===== config.mk =====
export PLATFORM = sky130hd
export DESIGN_NAME = mac_seq_ctrl_flat
export DESIGN_NICKNAME = d
export VERILOG_FILES = /design/src/rtl/mac_pkg.sv /design/src/rtl/mac_seq_ctrl_if.sv /design/src/rtl/mac_seq_ctrl_mac.sv /design/src/rtl/mac_seq_ctrl.sv /design/src/flat_wrapper.sv
export SDC_FILE = /design/constraint.sdc
export NUM_CORES = 1
export LEC_CHECK = 0
export CAP_MARGIN = 0
export CORE_ASPECT_RATIO = 0.75
export CORE_MARGIN = 5
export CORE_UTILIZATION = 40
export DETAILED_ROUTE_END_ITERATION = 12
export SETUP_SLACK_MARGIN = 0.5
export SLEW_MARGIN = 20
export SYNTH_ARGS = -nofsm -noshare
export SYNTH_HDL_FRONTEND = slang
export SYNTH_SLANG_ARGS = --single-unit
export TNS_END_PERCENT = 10

===== constraint.sdc =====
create_clock -name clk -period 6.1 [get_ports clk]
set_input_delay 1.22 -clock clk [delete_from_list [all_inputs] [get_ports clk]]
set_output_delay 1.22 -clock clk [all_outputs]
set_load 0.02 [all_outputs]

===== src/rtl/mac_pkg.sv =====
// rtl/mac_pkg.sv - shared state encoding and default widths for the MAC datapath
package mac_pkg;
  localparam int BW      = 4;
  localparam int PSUM_BW = 16;
  localparam int ADDR_BW = 4;

  typedef enum logic [1:0] {IDLE, RUN, DRAIN, DONE} state_t;
endpackage


===== src/rtl/mac_seq_ctrl_if.sv =====
// rtl/mac_seq_ctrl_if.sv - request, SRAM read port and result handshake of the dot-product sequencer
interface mac_seq_ctrl_if
  import mac_pkg::*;
#(
  parameter int BW      = mac_pkg::BW,
  parameter int PSUM_BW = mac_pkg::PSUM_BW,
  parameter int ADDR_BW = mac_pkg::ADDR_BW
);
  logic               start;
  logic [ADDR_BW-1:0] len;
  logic [ADDR_BW-1:0] base_addr;
  logic               acc_mode;
  logic               rd_en;
  logic [ADDR_BW-1:0] rd_addr;
  logic [BW-1:0]      x_q;
  logic [BW-1:0]      w_q;
  logic               busy;
  logic [PSUM_BW-1:0] result;
  logic               result_valid;
  logic               result_ready;

  modport master (
    output start, len, base_addr, acc_mode, x_q, w_q, result_ready,
    input  rd_en, rd_addr, busy, result, result_valid
  );

  modport slave (
    input  start, len, base_addr, acc_mode, x_q, w_q, result_ready,
    output rd_en, rd_addr, busy, result, result_valid
  );
endinterface


===== src/rtl/mac_seq_ctrl_mac.sv =====
// rtl/mac_seq_ctrl_mac.sv - combinational multiply-accumulate, unsigned activation times signed weight
module mac #(
  parameter int BW      = 4,
  parameter int PSUM_BW = 16
) (
  input  logic        [BW-1:0]      a,
  input  logic signed [BW-1:0]      b,
  input  logic signed [PSUM_BW-1:0] c,
  output logic signed [PSUM_BW-1:0] out
);
  logic signed [PSUM_BW-1:0] a_ext;
  logic signed [PSUM_BW-1:0] b_ext;

  // Both operands widened to psum width so the product and sum wrap at psum_bw.
  assign a_ext = {{(PSUM_BW-BW){1'b0}}, a};
  assign b_ext = {{(PSUM_BW-BW){b[BW-1]}}, b};
  assign out   = a_ext * b_ext + c;
endmodule


===== src/rtl/mac_seq_ctrl.sv =====
// rtl/mac_seq_ctrl.sv - streams activation/weight pairs from SRAM through the MAC, one dot product per request
module mac_seq_ctrl
  import mac_pkg::*;
#(
  parameter int BW      = mac_pkg::BW,
  parameter int PSUM_BW = mac_pkg::PSUM_BW,
  parameter int ADDR_BW = mac_pkg::ADDR_BW
) (
  input  logic           clk,
  input  logic           reset,
  mac_seq_ctrl_if.slave  bus
);
  state_t                    state_q, state_d;
  logic [ADDR_BW-1:0]        idx_q, len_q, base_q;
  logic                      d_vld_q;
  logic signed [PSUM_BW-1:0] psum_q, mac_out;
  logic                      run;

  assign run              = (state_q == RUN);
  assign bus.rd_en        = run;
  assign bus.rd_addr      = run ? (base_q + idx_q) : '0;
  assign bus.busy         = (state_q != IDLE);
  assign bus.result_valid = (state_q == DONE);
  assign bus.result       = psum_q;

  mac #(.BW(BW), .PSUM_BW(PSUM_BW)) u_mac (
    .a   (bus.x_q),
    .b   (bus.w_q),
    .c   (psum_q),
    .out (mac_out)
  );

  always_comb begin
    state_d = state_q;
    case (state_q)
      IDLE:    if (bus.start) state_d = (bus.len != '0) ? RUN : DONE;
      RUN:     if (idx_q == len_q - 1'b1) state_d = DRAIN;
      DRAIN:   state_d = DONE;
      DONE:    if (bus.result_ready) state_d = IDLE;
      default: state_d = IDLE;
    endcase
  end

  always_ff @(posedge clk) begin
    if (reset) begin
      state_q <= IDLE;
      idx_q   <= '0;
      len_q   <= '0;
      base_q  <= '0;
      d_vld_q <= 1'b0;
      psum_q  <= '0;
    end else begin
      state_q <= state_d;
      // SRAM data lags the read strobe by one cycle; d_vld_q marks when it is valid.
      d_vld_q <= run;
      if (state_q == IDLE && bus.start) begin
        len_q  <= bus.len;
        base_q <= bus.base_addr;
        idx_q  <= '0;
        if (!bus.acc_mode) psum_q <= '0;
      end else begin
        if (run) idx_q <= idx_q + 1'b1;
        if (d_vld_q) psum_q <= mac_out;
      end
    end
  end
endmodule


===== src/flat_wrapper.sv =====
// flat-port wrapper written by rule: the top's interface ports become plain ports
module mac_seq_ctrl_flat import mac_pkg::*;
#(
  parameter int BW      = mac_pkg::BW,
  parameter int PSUM_BW = mac_pkg::PSUM_BW,
  parameter int ADDR_BW = mac_pkg::ADDR_BW
)
  (clk, reset, bus_start, bus_len, bus_base_addr, bus_acc_mode, bus_x_q, bus_w_q, bus_result_ready, bus_rd_en, bus_rd_addr, bus_busy, bus_result, bus_result_valid);
  mac_seq_ctrl_if #(.BW(BW), .PSUM_BW(PSUM_BW), .ADDR_BW(ADDR_BW)) bus_i ();
  input  logic clk;
  input  logic reset;
  input wire logic [$bits(bus_i.start)-1:0] bus_start;
  input wire logic [$bits(bus_i.len)-1:0] bus_len;
  input wire logic [$bits(bus_i.base_addr)-1:0] bus_base_addr;
  input wire logic [$bits(bus_i.acc_mode)-1:0] bus_acc_mode;
  input wire logic [$bits(bus_i.x_q)-1:0] bus_x_q;
  input wire logic [$bits(bus_i.w_q)-1:0] bus_w_q;
  input wire logic [$bits(bus_i.result_ready)-1:0] bus_result_ready;
  output wire logic [$bits(bus_i.rd_en)-1:0] bus_rd_en;
  output wire logic [$bits(bus_i.rd_addr)-1:0] bus_rd_addr;
  output wire logic [$bits(bus_i.busy)-1:0] bus_busy;
  output wire logic [$bits(bus_i.result)-1:0] bus_result;
  output wire logic [$bits(bus_i.result_valid)-1:0] bus_result_valid;
  assign bus_i.start = bus_start;
  assign bus_i.len = bus_len;
  assign bus_i.base_addr = bus_base_addr;
  assign bus_i.acc_mode = bus_acc_mode;
  assign bus_i.x_q = bus_x_q;
  assign bus_i.w_q = bus_w_q;
  assign bus_i.result_ready = bus_result_ready;
  assign bus_rd_en = bus_i.rd_en;
  assign bus_rd_addr = bus_i.rd_addr;
  assign bus_busy = bus_i.busy;
  assign bus_result = bus_i.result;
  assign bus_result_valid = bus_i.result_valid;
  mac_seq_ctrl #(.BW(BW), .PSUM_BW(PSUM_BW), .ADDR_BW(ADDR_BW)) u_core (.clk(clk), .reset(reset), .bus(bus_i));
endmodule

* After elaboration in Yosys (flattened, before gate mapping)
Index checks and enable logic that the tools add are counted.
** Word-level totals
- Bits in writable memories :: 0
- Word-level logic and storage cells :: 36
- Output and inout bits :: 23
- Memories kept :: 0
- Bits in read-only memories :: 0
- Latch bits :: 0
- Flip-flop bits (word level) :: 31
** Cells by class
- Shift operators :: 0
- Multiply operators :: 1
- Bitwise gates (word level) :: 0
- $add $sub $neg :: 4
- Div/mod/pow operators :: 0
- Reductions and logical operators :: 8
- Muxes and demuxes :: 9
- Equality and inequality tests :: 8
- Order comparisons :: 0
** Operators by type and width (number)
- $mux W16 :: 3
- $add A16 B16 Y16 :: 1
- $mul A5 B4 Y9 :: 1
- $mux W2 :: 4
- $ne A2 B2 Y1 const B :: 4
- $pmux W2 S4 :: 1
- $add A4 B1 Y4 const B :: 1
- $add A4 B4 Y4 :: 1
- $eq A2 B2 Y1 const B :: 2
- $eq A4 B4 Y1 :: 1
- $mux W4 :: 1
- $reduce_bool A2 Y1 :: 2
- $reduce_bool A4 Y1 :: 1
- $sub A4 B1 Y4 const B :: 1
- $reduce_and A3 Y1 :: 1
- $eq A2 B1 Y1 const B :: 1
- $logic_not A2 Y1 :: 1
- $reduce_and A2 Y1 :: 1
- $reduce_or A2 Y1 :: 1
- $logic_and A1 B1 Y1 :: 1

* Logic depth before layout (Yosys ltp)
Gate-level depths: netlist (run 1).
- Depth in word-level cells :: 4
- Depth in mapped cells :: 20

* Modules after synthesis
A second synthesis (run 1) with hierarchy kept.
** Second synthesis, totals
- Cells, all modules :: 306
- Area, all modules :: 2722.6 µm²
** Modules (own cells, without submodules)
- mac_seq_ctrl :: seq. area each 620.6 µm², instances 1, area each 1412.6 µm², cells each 156
- mac :: seq. area each 0.0 µm², instances 1, area each 1310.0 µm², cells each 150

* Worst setup path before layout (run 1)
Ideal clock, no wire load.
- Kind :: input -> register
- From :: input port bus_x_q[0]
- To :: register u_core.psum_q[12] (netlist: u_core.bus.result[12])
- Setup slack :: 0.780 ns
- Arrival time :: 5.203 ns
- Cell stages on the path :: 19
- Library setup time :: 0.117 ns
- Path buffers :: 0
- Path through :: nand2b_1 fa_1 fa_1 fa_1 inv_1 ha_1 inv_1 fa_1 inv_1 a21o_1 a21oi_1 xnor2_1 ha_1 a21oi_1 o21bai_1 a21oi_1 a21boi_1 or3_1 a32o_1
** On the way
- Cells in the longest elaborated chain, start to end :: 4
** RTL lines
- from (decl) :: RTL line flat_wrapper.sv:16 : input wire logic [$bits(bus_i.x_q)-1:0] bus_x_q;
- $mul A5 B4 Y9 :: RTL line mac_seq_ctrl_mac.sv:17 : assign out = a_ext * b_ext + c;
- $add A16 B16 Y16 :: RTL line mac_seq_ctrl_mac.sv:17
- $mux W16 :: RTL line mac_seq_ctrl.sv:63 : if (d_vld_q) psum_q <= mac_out;
- $mux W16 :: RTL line mac_seq_ctrl.sv:56 : if (state_q == IDLE && bus.start) begin
- to (signal assigned) :: RTL line mac_seq_ctrl.sv:63
- to (decl) :: RTL line mac_seq_ctrl.sv:16 : logic signed [PSUM_BW-1:0] psum_q, mac_out;
Every way passes these cells. The select of a mux whose other input is x is not followed.
A chain may end at the register's enable or synchronous reset.

* Worst setup path in the final report (run 1)
- From :: input port bus_w_q[2]
- To :: register u_core.psum_q[15] (netlist: u_core.bus.result[15])
** On the way
- Cells in the longest elaborated chain, start to end :: 4
** RTL lines
- from (decl) :: RTL line flat_wrapper.sv:17 : input wire logic [$bits(bus_i.w_q)-1:0] bus_w_q;
- $mul A5 B4 Y9 :: RTL line mac_seq_ctrl_mac.sv:17
- $add A16 B16 Y16 :: RTL line mac_seq_ctrl_mac.sv:17
- $mux W16 :: RTL line mac_seq_ctrl.sv:63
- $mux W16 :: RTL line mac_seq_ctrl.sv:56
Every way passes these cells. The select of a mux whose other input is x is not followed.

==> reports/qor.txt, run 1 <==
# clock sinks - 31
Worst clock skew - 7.58 ps
Worst hold path depth - 2
Vias per cell - 5.21
CP Max Fanout - 4
Clk_lat worst skew - 290 ps
Die Ht - 81.5 um
Pwr/cell area - 287 nW/um2
Most frequent cells in the layout - nand2_1, clkdlybuf4s50_1, ha_1
Seq/Total Area, Yosys - 0.228
Layout cells sized above 1 - 0.124
Fin util - 0.535
H-tree Lvls - 2
Compound-Gate Fraction of Synth Area - 0.201
Area Overhead vs Synth - 31.7%
Lkg Pwr - 1.52 nW
Placed wire-length estimate - 5000 um
Rel. slew slack - 0.406
Adder-Cell Fraction of Synth Area - 0.244
Final Max Slew Viols - 0
Fin crit share - 0.870
Maximum vdd drop - 189 uV
DR vias - 2453
Synthesized area - 2720 um2
Mapped Cells - 330
Antenna cells - 0
Global-route wire length before repair - 10800 um
DIE AREA - 8570 um2
Critical Path AT - 5530 ps
Post-synthesis mux area share - 0.00735
Critical Path Start Type - primary input
Simple-gate share of the synthesized area - 0.206
Post-Route WL - 6460 um
Commonest non-fill, non-tap cell in the layout - nand2_1
Io pins - 44
Final hold vios - 0
Setup violations, final - 0
Pre-antenna DRT Iters - 4
Routed Antenna Nets - 0
Overflow after GRT - 0
GP Congestion - 0.809
Hold Slack - 465 ps
Minimum clock period - 5310 ps
Root buffer cell - clkbuf_8
PortBufs - 43
1st-iter DRT viols - 65
Dpl ws - 21.1 ps
Tightest Hold Check Type - reg -> reg
FF-to-FF Start - u_core.bus.result[0]
CP Launch Point - bus_w_q[2]
CTS Buf Count - 5
Nets - 456
Die W - 105 um
Total Power - 1.03 mW
Clock-pin transition on the worst setup and hold timing paths - 70 ps
Initial Util - 0.406
Yosys cell types - 48
Vias in the first global route - 2373
Setup TNS - 0 ps
Largest family of logic cells by synthesized area - adder cells
Clk buf depth - 2
Synth warn - 0
Syn_nets - 400
Max Freq - 0.188 GHz
Xor and xnor fraction of the mapped netlist area - 0.0611
Number of storage elements in the synthesis netlist - 31
R2R depth - 9
# rows - 26
RSZ-0062 raised after global routing - false
Largest net degree at the start of global routing - 23
MaxCap Viol Count - 0
WS Path Type - in -> reg
Syn_area_per_cell - 8.25 um2
Crit end category - register
Worst Min Path Start - u_core.base_q[0]
Number of synthesized flops with an enable pin - 0
Initial antenna violation count - 0
Total Routing Usage GR - 0.151
Top_reg_cell synth - dfxtp_1
Tightest Pin Transition - 888 ps
Residual DRC count - 0
CTS tree - built
Hold_buf cts - 0
Status - completed
Core Box Area - 6700 um2
Wire per inst - 13.7 um
Final setup margin - 790 ps
Post-synthesis async set-or-reset flop share - 0
Critical Path RT - 6320 ps
area by class of cell:
cell class                      count  area [um2]
Clock buffer                        7        96.3
Sequential cell                    31         621
Multi-Input combinational cell    262        2110
Timing Repair Buffer               56         532
Clock inverter                      1        7.51
Fill cell                         651        3120
Inverter                           30         113
Tap cell                           84         105
critical path, stage by stage:
cell           delay, ps
dlygate4sd2_1        260
nand2_1               90
fa_1                 480
fa_1                 520
fa_2                 440
inv_2                 80
ha_4                 150
inv_1                 60
fa_2                 350
buf_4                140
xnor2_1              120
ha_1                 350
nand2_1              120
a211oi_2             360
o211ai_2             150
nand3b_1             110
or4b_1               460
o211ai_2              70
repair_timing:
item                                    CTS  global route
pin swaps                                 3            19
endpoints found under the setup margin    4             6
buffers inserted                          1             9
resized for setup                         7            24
per-stage QoR:
step | std cells | cell area, um2
3_5_place_dp | 453 | 3250
3_3_place_gp | 453 | 3250
6_report | 471 | 3580
5_1_grt | 471 | 3580
4_1_cts | 462 | 3370
2_1_floorplan | 330 | 2720
registers in the layout (all words and copies together), names as in the netlist:
name               flops
u_core.d_vld_q         1
u_core.base_q          4
u_core.len_q           4
u_core.idx_q           4
u_core.state_q         2
u_core.bus.result     16
path summary, 6_finish.rpt:
check,slack [ps],end
max reg2reg,3740,u_core.bus.result[14]
max,790,u_core.bus.result[15]
min reg2reg,460,u_core.base_q[0]
min,460,u_core.base_q[0]
kinds of logic (layout without fill, tap and decap cells):
kind of cell             after synthesis  count (layout)
buffers and inverters                 37              94
AND/OR/NAND/NOR                      111             111
AO/OA/AOI/OAI                         81              81
flip-flops                            31              31
multiplexers                           2               2
adder cells (fa/ha/maj)               49              49
XOR/XNOR                              19              19
per-layer routing:
| layer | wire [um] | track usage |
|---|---|---|
| met2 | 2900 | 0.241 |
| met4 | 9 | 0.0281 |
| met5 | 0 | 0 |
| met3 | 250 | 0.0369 |
| met1 | 3300 | 0.211 |
cell usage after synthesis (2+ instances only):
master | instances | area [um2]
nand4_1 | 2 | 12.5
nor3b_1 | 2 | 15.0
a211oi_1 | 4 | 30.0
a21o_1 | 4 | 30.0
o211ai_2 | 2 | 25.0
inv_1 | 30 | 113
a211oi_2 | 2 | 25.0
nor3_1 | 2 | 10.0
and2_1 | 13 | 81.3
o21ai_1 | 9 | 45.0
o21ai_0 | 8 | 40.0
a21boi_1 | 3 | 22.5
nor2b_1 | 5 | 31.3
a22oi_1 | 3 | 22.5
mux2i_1 | 2 | 20.0
a21oi_1 | 26 | 130
nand2_1 | 43 | 161
a32o_1 | 3 | 30.0
fa_1 | 7 | 140
nand2b_1 | 8 | 50.1
o31ai_1 | 3 | 22.5
xnor2_1 | 15 | 131
a32oi_1 | 3 | 26.3
clkbuf_1 | 6 | 22.5
xor2_1 | 4 | 35.0
nor2_1 | 21 | 78.8
nand3_1 | 3 | 15.0
or3_1 | 5 | 31.3
dfxtp_1 | 31 | 621
ha_1 | 42 | 526
a21oi_2 | 2 | 17.5
where the power goes:
group	internal, mW	switching, mW
sequential	0.237	0.0352
clock	0.103	0.0826
combinational	0.265	0.305
Note: power is estimated with default switching activity, not from simulation.
==> inputs of run 2 (changes only) <==
Settings changed: ABC_CLOCK_PERIOD_IN_PS set to 6100, SYNTH_HIERARCHICAL set to 1.
==> reports/qor.txt, run 2 <==
FF-to-FF Start - u_core/bus.result[3]
Syn_area_per_cell - 8.90 um2
Largest family of logic cells by synthesized area - adder cells
Global-route wire length before repair - 10200 um
Routed Antenna Nets - 0
Commonest non-fill, non-tap cell in the layout - ha_1
# clock sinks - 31
Post-route cell area - 3360 um2
Met2 usage - 0.205
Met3 usage - 0.0377
Max Freq - 0.200 GHz
Minimum clock period - 5000 ps
Number of synthesized flops with an enable pin - 0
Die W - 105 um
Worst path most repeated cell - fa_1
Busiest grt layer - met1
DP Cell Count - 427
Worst hold path depth - 2
Crit end category - register
Largest register FFs - 16
Worst clock skew - 10.8 ps
Area leader, netlist - dfxtp_1
Clk buf depth - 2
Area Overhead vs Synth - 23.3%
Placed wire-length estimate - 4770 um
Tightest Pin Transition - 822 ps
Setup TNS - 0 ps
H-tree Lvls - 2
Overflow after GRT - 0
Simple-gate share of the synthesized area - 0.165
GP Congestion - 0.794
Synth area leaders - dfxtp_1, ha_1, fa_1
Final Max Slew Viols - 0
R2R setup slack - 2460 ps
# rows - 26
Post-CTS Setup Bufs - 0
Top_reg_cell synth - dfxtp_1
Hold Slack - 468 ps
Critical Path RT - 6260 ps
Die Ht - 81.5 um
MaxCap Viol Count - 0
Initial antenna violation count - 0
Root buffer cell - clkbuf_8
Adder-Cell Fraction of Synth Area - 0.313
Post-synthesis async set-or-reset flop share - 0
Initial Util - 0.406
Final hold vios - 0
Mapped Cells - 306
Vias per cell - 5.07
Tightest Hold Check Type - reg -> reg
Syn_nets - 388
CP Max Fanout - 10
Xor and xnor fraction of the mapped netlist area - 0.0767
RR Endpoint - u_core/bus.result[14]
Number of storage elements in the synthesis netlist - 31
Residual DRC count - 0
R2R depth - 13
Critical Path AT - 5160 ps
Synth warn - 6
Fin cells - 435
DR vias - 2204
CTS Buf Count - 5
Slowest stage delay, CP - 520 ps
Layout cells sized above 1 - 0.0598
Pre-antenna DRT Iters - 5
Wire per inst - 13.9 um
Clk_lat worst skew - 280 ps
Antenna cells - 0
Setup violations, final - 0
Rel. slew slack - 0.452
Hold_buf cts - 0
Largest net degree at the start of global routing - 32
Most frequent cells in the layout - ha_1, clkdlybuf4s50_1, nor2_1, dfxtp_1, inv_1
# resized after CTS - 0
Io pins - 44
Total Routing Usage GR - 0.147
1st-iter DRT viols - 82
Post-synth top cells - ha_1, dfxtp_1, nor2_1, inv_1, nand2_1
Post-synthesis mux area share - 0.00735
Fin crit share - 0.820
Pwr/cell area - 291 nW/um2
Critical Path Start Type - primary input
Final setup margin - 1100 ps
Yosys cell types - 44
Nets - 432
Worst Min Path Start - u_core/base_q[3]
Maximum vdd drop - 114 uV
Top-area cell type share of the netlist area - 0.228
Top-count cell post-synth - ha_1
Core Box Area - 6700 um2
Worst path slowest cell - fa_1
Vias in the first global route - 2091
Lkg Pwr - 1.51 nW
DIE AREA - 8570 um2
PortBufs - 43
Synthesized area - 2720 um2
Seq/Total Area, Yosys - 0.228
Post-Route WL - 6050 um
Dpl ws - 762 ps
End of the worst hold path - u_core/base_q[3]
WS Path Type - in -> reg
Clock-pin transition on the worst setup and hold timing paths - 70 ps
CP cell instances - clkdlybuf4s50_1, buf_4, nand2b_1, fa_1, fa_1, fa_1, inv_1, ha_1, nor2b_1, o31a_1, o31ai_2, o21ai_1, xor2_1, a22oi_1, nor2_1
Compound-Gate Fraction of Synth Area - 0.160
Routing usage on met1 - 0.222
CTS tree - built
RSZ-0062 raised after global routing - false
Instance area at placement - 3240 um2
Status - completed
==> run 2: changes by cell type in the layout (fill, tap and decap cells not counted), moves of 9 or more <==
cell	before	now
nor2_1	20	31
ha_1	32	49
nand2_1	43	24
buf_4	13	2
ha_4	9	0
a22oi_1	3	16
==> run 2: cells by family after synthesis <==
group	Yosys count
AND/OR/NAND/NOR	94
XOR/XNOR	23
buffers and inverters	34
multiplexers	2
flip-flops	31
AO/OA/AOI/OAI	61
adder cells (fa/ha/maj)	61
==> run 2: how the worst max path moves through the flow <==
stage	from	endpoint	slack [ps]	depth (start not counted)
finish	bus_w_q[3]	u_core/bus.result[14]	1100	15
global route	bus_w_q[3]	u_core/bus.result[14]	830	16
CTS	bus_w_q[3]	u_core/bus.result[14]	1070	16
detailed placement	bus_w_q[3]	u_core/bus.result[14]	760	16
global placement	bus_w_q[3]	u_core/bus.result[14]	880	15
floorplan	bus_w_q[3]	u_core/bus.result[14]	1500	15
==> run 2: power breakdown <==
| group | switching, mW | total [mW] | leakage [nW] | internal (mW) |
|---|---|---|---|---|
| Sequential | 0.0313 | 0.267 | 0.252 | 0.235 |
| Clock | 0.0784 | 0.211 | 0.0612 | 0.132 |
| Combinational | 0.276 | 0.498 | 1.20 | 0.223 |
| Total | 0.386 | 0.976 | 1.51 | 0.590 |
==> run 2: area by class of cell <==
| type | instances | area, um2 |
|---|---|---|
| Sequential cell | 31 | 621 |
| Multi-Input combinational cell | 241 | 1970 |
| Clock inverter | 2 | 35.0 |
| Tap cell | 84 | 105 |
| Fill cell | 664 | 3350 |
| Timing Repair Buffer | 45 | 445 |
| Inverter | 26 | 97.6 |
| Clock buffer | 6 | 82.6 |
==> run 2: worst max-delay path, delay by kind of cell <==
| family | cells | cell delay (ps) |
|---|---|---|
| fa+ha+maj | 4 | 1830 |
| xor+xnor | 1 | 150 |
| simple gates | 3 | 310 |
| buf+inv | 3 | 740 |
| compound gates | 4 | 890 |
==> run 2: stage by stage <==
step | total power [mW] | util
after floorplan | 0.627 | -
after global placement | 0.767 | 0.483
after detailed placement | 0.771 | 0.483
after CTS | 0.987 | 0.501
after global routing | 1.06 | 0.501
final | 0.976 | 0.501
==> run 2: per-layer routing <==
| metal | vias up | wire length (um) |
|---|---|---|
| li1 | 1141 | - |
| met1 | 1019 | 3330 |
| met2 | 42 | 2350 |
| met3 | 2 | 335 |
| met4 | 0 | 24 |
| met5 | - | 0 |
==> inputs of run 3 (changes only) <==
Settings changed: ABC_CLOCK_PERIOD_IN_PS 6100 to 4800.
Clock period 6.1 ns to 4.8 ns, I/O delays scaled along.
==> reports/qor.txt, run 3 (synthesis gave the netlist of run 2 again) <==
Status - completed
Rel. slew slack - 0.449
Global-route wire length before repair - 10700 um
Nets - 446
CP Max Fanout - 3
Post-Route WL - 6440 um
Most frequent cells in the layout - ha_1, clkdlybuf4s50_1, dfxtp_1
Lkg Pwr - 1.59 nW
Max Freq - 0.238 GHz
Maximum vdd drop - 204 uV
PortBufs - 43
Combinational power share - 0.521
Overflow after GRT - 0
Crit end category - register
Critical Path Start Type - primary input
GP Congestion - 0.834
Io pins - 44
CTS Buf Count - 5
Critical Path RT - 5010 ps
Clk_lat worst skew - 280 ps
Worst clock skew - 6.14 ps
Total Power - 1.28 mW
Sw power - 0.508 mW
Reg power frac - 0.266
Core Box Area - 6700 um2
Largest register FFs - 16
Dpl ws - -222 ps
# fillers - 647
Pre-antenna DRT Iters - 4
Commonest non-fill, non-tap cell in the layout - ha_1
Vias per cell - 5.00
Antenna cells - 0
Final hold vios - 0
MaxCap Viol Count - 0
Area Overhead vs Synth - 27.4%
Clk buf depth - 2
DIE AREA - 8570 um2
Die Ht - 81.5 um
Tightest Pin Transition - 827 ps
Wire per inst - 14.3 um
Final Max Slew Viols - 0
WS Path Type - in -> reg
Setup violations, final - 0
RSZ-0062 raised after global routing - false
# clock sinks - 31
Int Pwr - 0.770 mW
Routed Antenna Nets - 0
Placed wire-length estimate - 4940 um
Layout cells sized above 1 - 0.140
Net Sw Frac - 0.397
Root buffer cell - clkbuf_8
Final setup margin - 607 ps
Die W - 105 um
# rows - 26
Clock Power Share - 0.212
Initial antenna violation count - 0
Pwr/cell area - 368 nW/um2
CTS tree - built
Residual DRC count - 0
Largest net degree at the start of global routing - 32
Total Routing Usage GR - 0.153
Vias in the first global route - 2136
Tightest Hold Check Type - reg -> reg
Clock-pin transition on the worst setup and hold timing paths - 70 ps
1st-iter DRT viols - 71
H-tree Lvls - 2
Critical Path AT - 4410 ps
DR vias - 2247
Minimum clock period - 4190 ps
Hold_buf cts - 0
Fin crit share - 0.874
Initial Util - 0.406
run 3: changes by cell type in the layout (fill, tap and decap cells not counted), sizes merged:
cell           delta
buf              +15
clkdlybuf4s50     -8
clkbuf            +7
run 3: final cells by class:
class,instances,area (um2),area share
Inverter,26,100,0.0288
Multi-Input combinational cell,241,2010,0.580
Clock inverter,2,35.0,0.0101
Clock buffer,6,82.6,0.0238
Timing Repair Buffer,59,513,0.148
Sequential cell,31,621,0.179
Tap cell,84,105,0.0303
run 3: final timing paths:
| check | cells after the start | from | slack [ps] | to |
|---|---|---|---|---|
| worst max-delay path | 15 | bus_w_q[3] | 610 | u_core/bus.result[9] |
| worst min-delay path | 2 | u_core/len_q[0] | 460 | u_core/len_q[0] |
| worst max register to register | 13 | u_core/bus.result[3] | 1150 | u_core/bus.result[9] |
| worst min register to register | 2 | u_core/len_q[0] | 460 | u_core/len_q[0] |
run 3: critical path, cell delays in order:
cell,delay (ps)
clkbuf_4,160
inv_4,50
buf_4,130
fa_1,500
fa_1,440
fa_1,540
inv_1,50
ha_1,270
a21o_1,190
nand4_1,170
a21boi_2,90
or4_1,520
nand3_1,100
a22oi_1,80
nor2_1,140
run 3: repair_timing:
action                     in CTS  in global routing
resized for setup              17                 22
pin swaps                       9                 20
gates cloned                    0                  0
setup endpoints to repair      10                  8
setup buffers                   1                  4
run 3: metrics by stage:
step                hold WS [ps]  TNS [ps]  cells   util  area, um2
floorplan                    436         0    306      -       2720
global placement             448      -133    436  0.493       3310
detailed placement           455     -1280    436  0.493       3310
CTS                          464         0    445  0.514       3440
global route                 486         0    449  0.518       3470
finish                       457         0    449  0.518       3470
run 3: power groups by stage:
stage	combinational, mW	clock (mW)	sequential [mW]
floorplan	0.441	0	0.356
detailed placement	0.651	0	0.347
finish	0.666	0.271	0.341
CTS	0.654	0.278	0.341
global placement	0.636	0	0.346
global route	0.749	0.291	0.347
run 3: metal layers:
metal	vias up	global-route usage	routed length, um
li1	1172	-	-
met1	1035	0.237	3510
met2	38	0.213	2620
met3	2	0.0369	292
met4	0	0.0268	19
met5	-	0	0
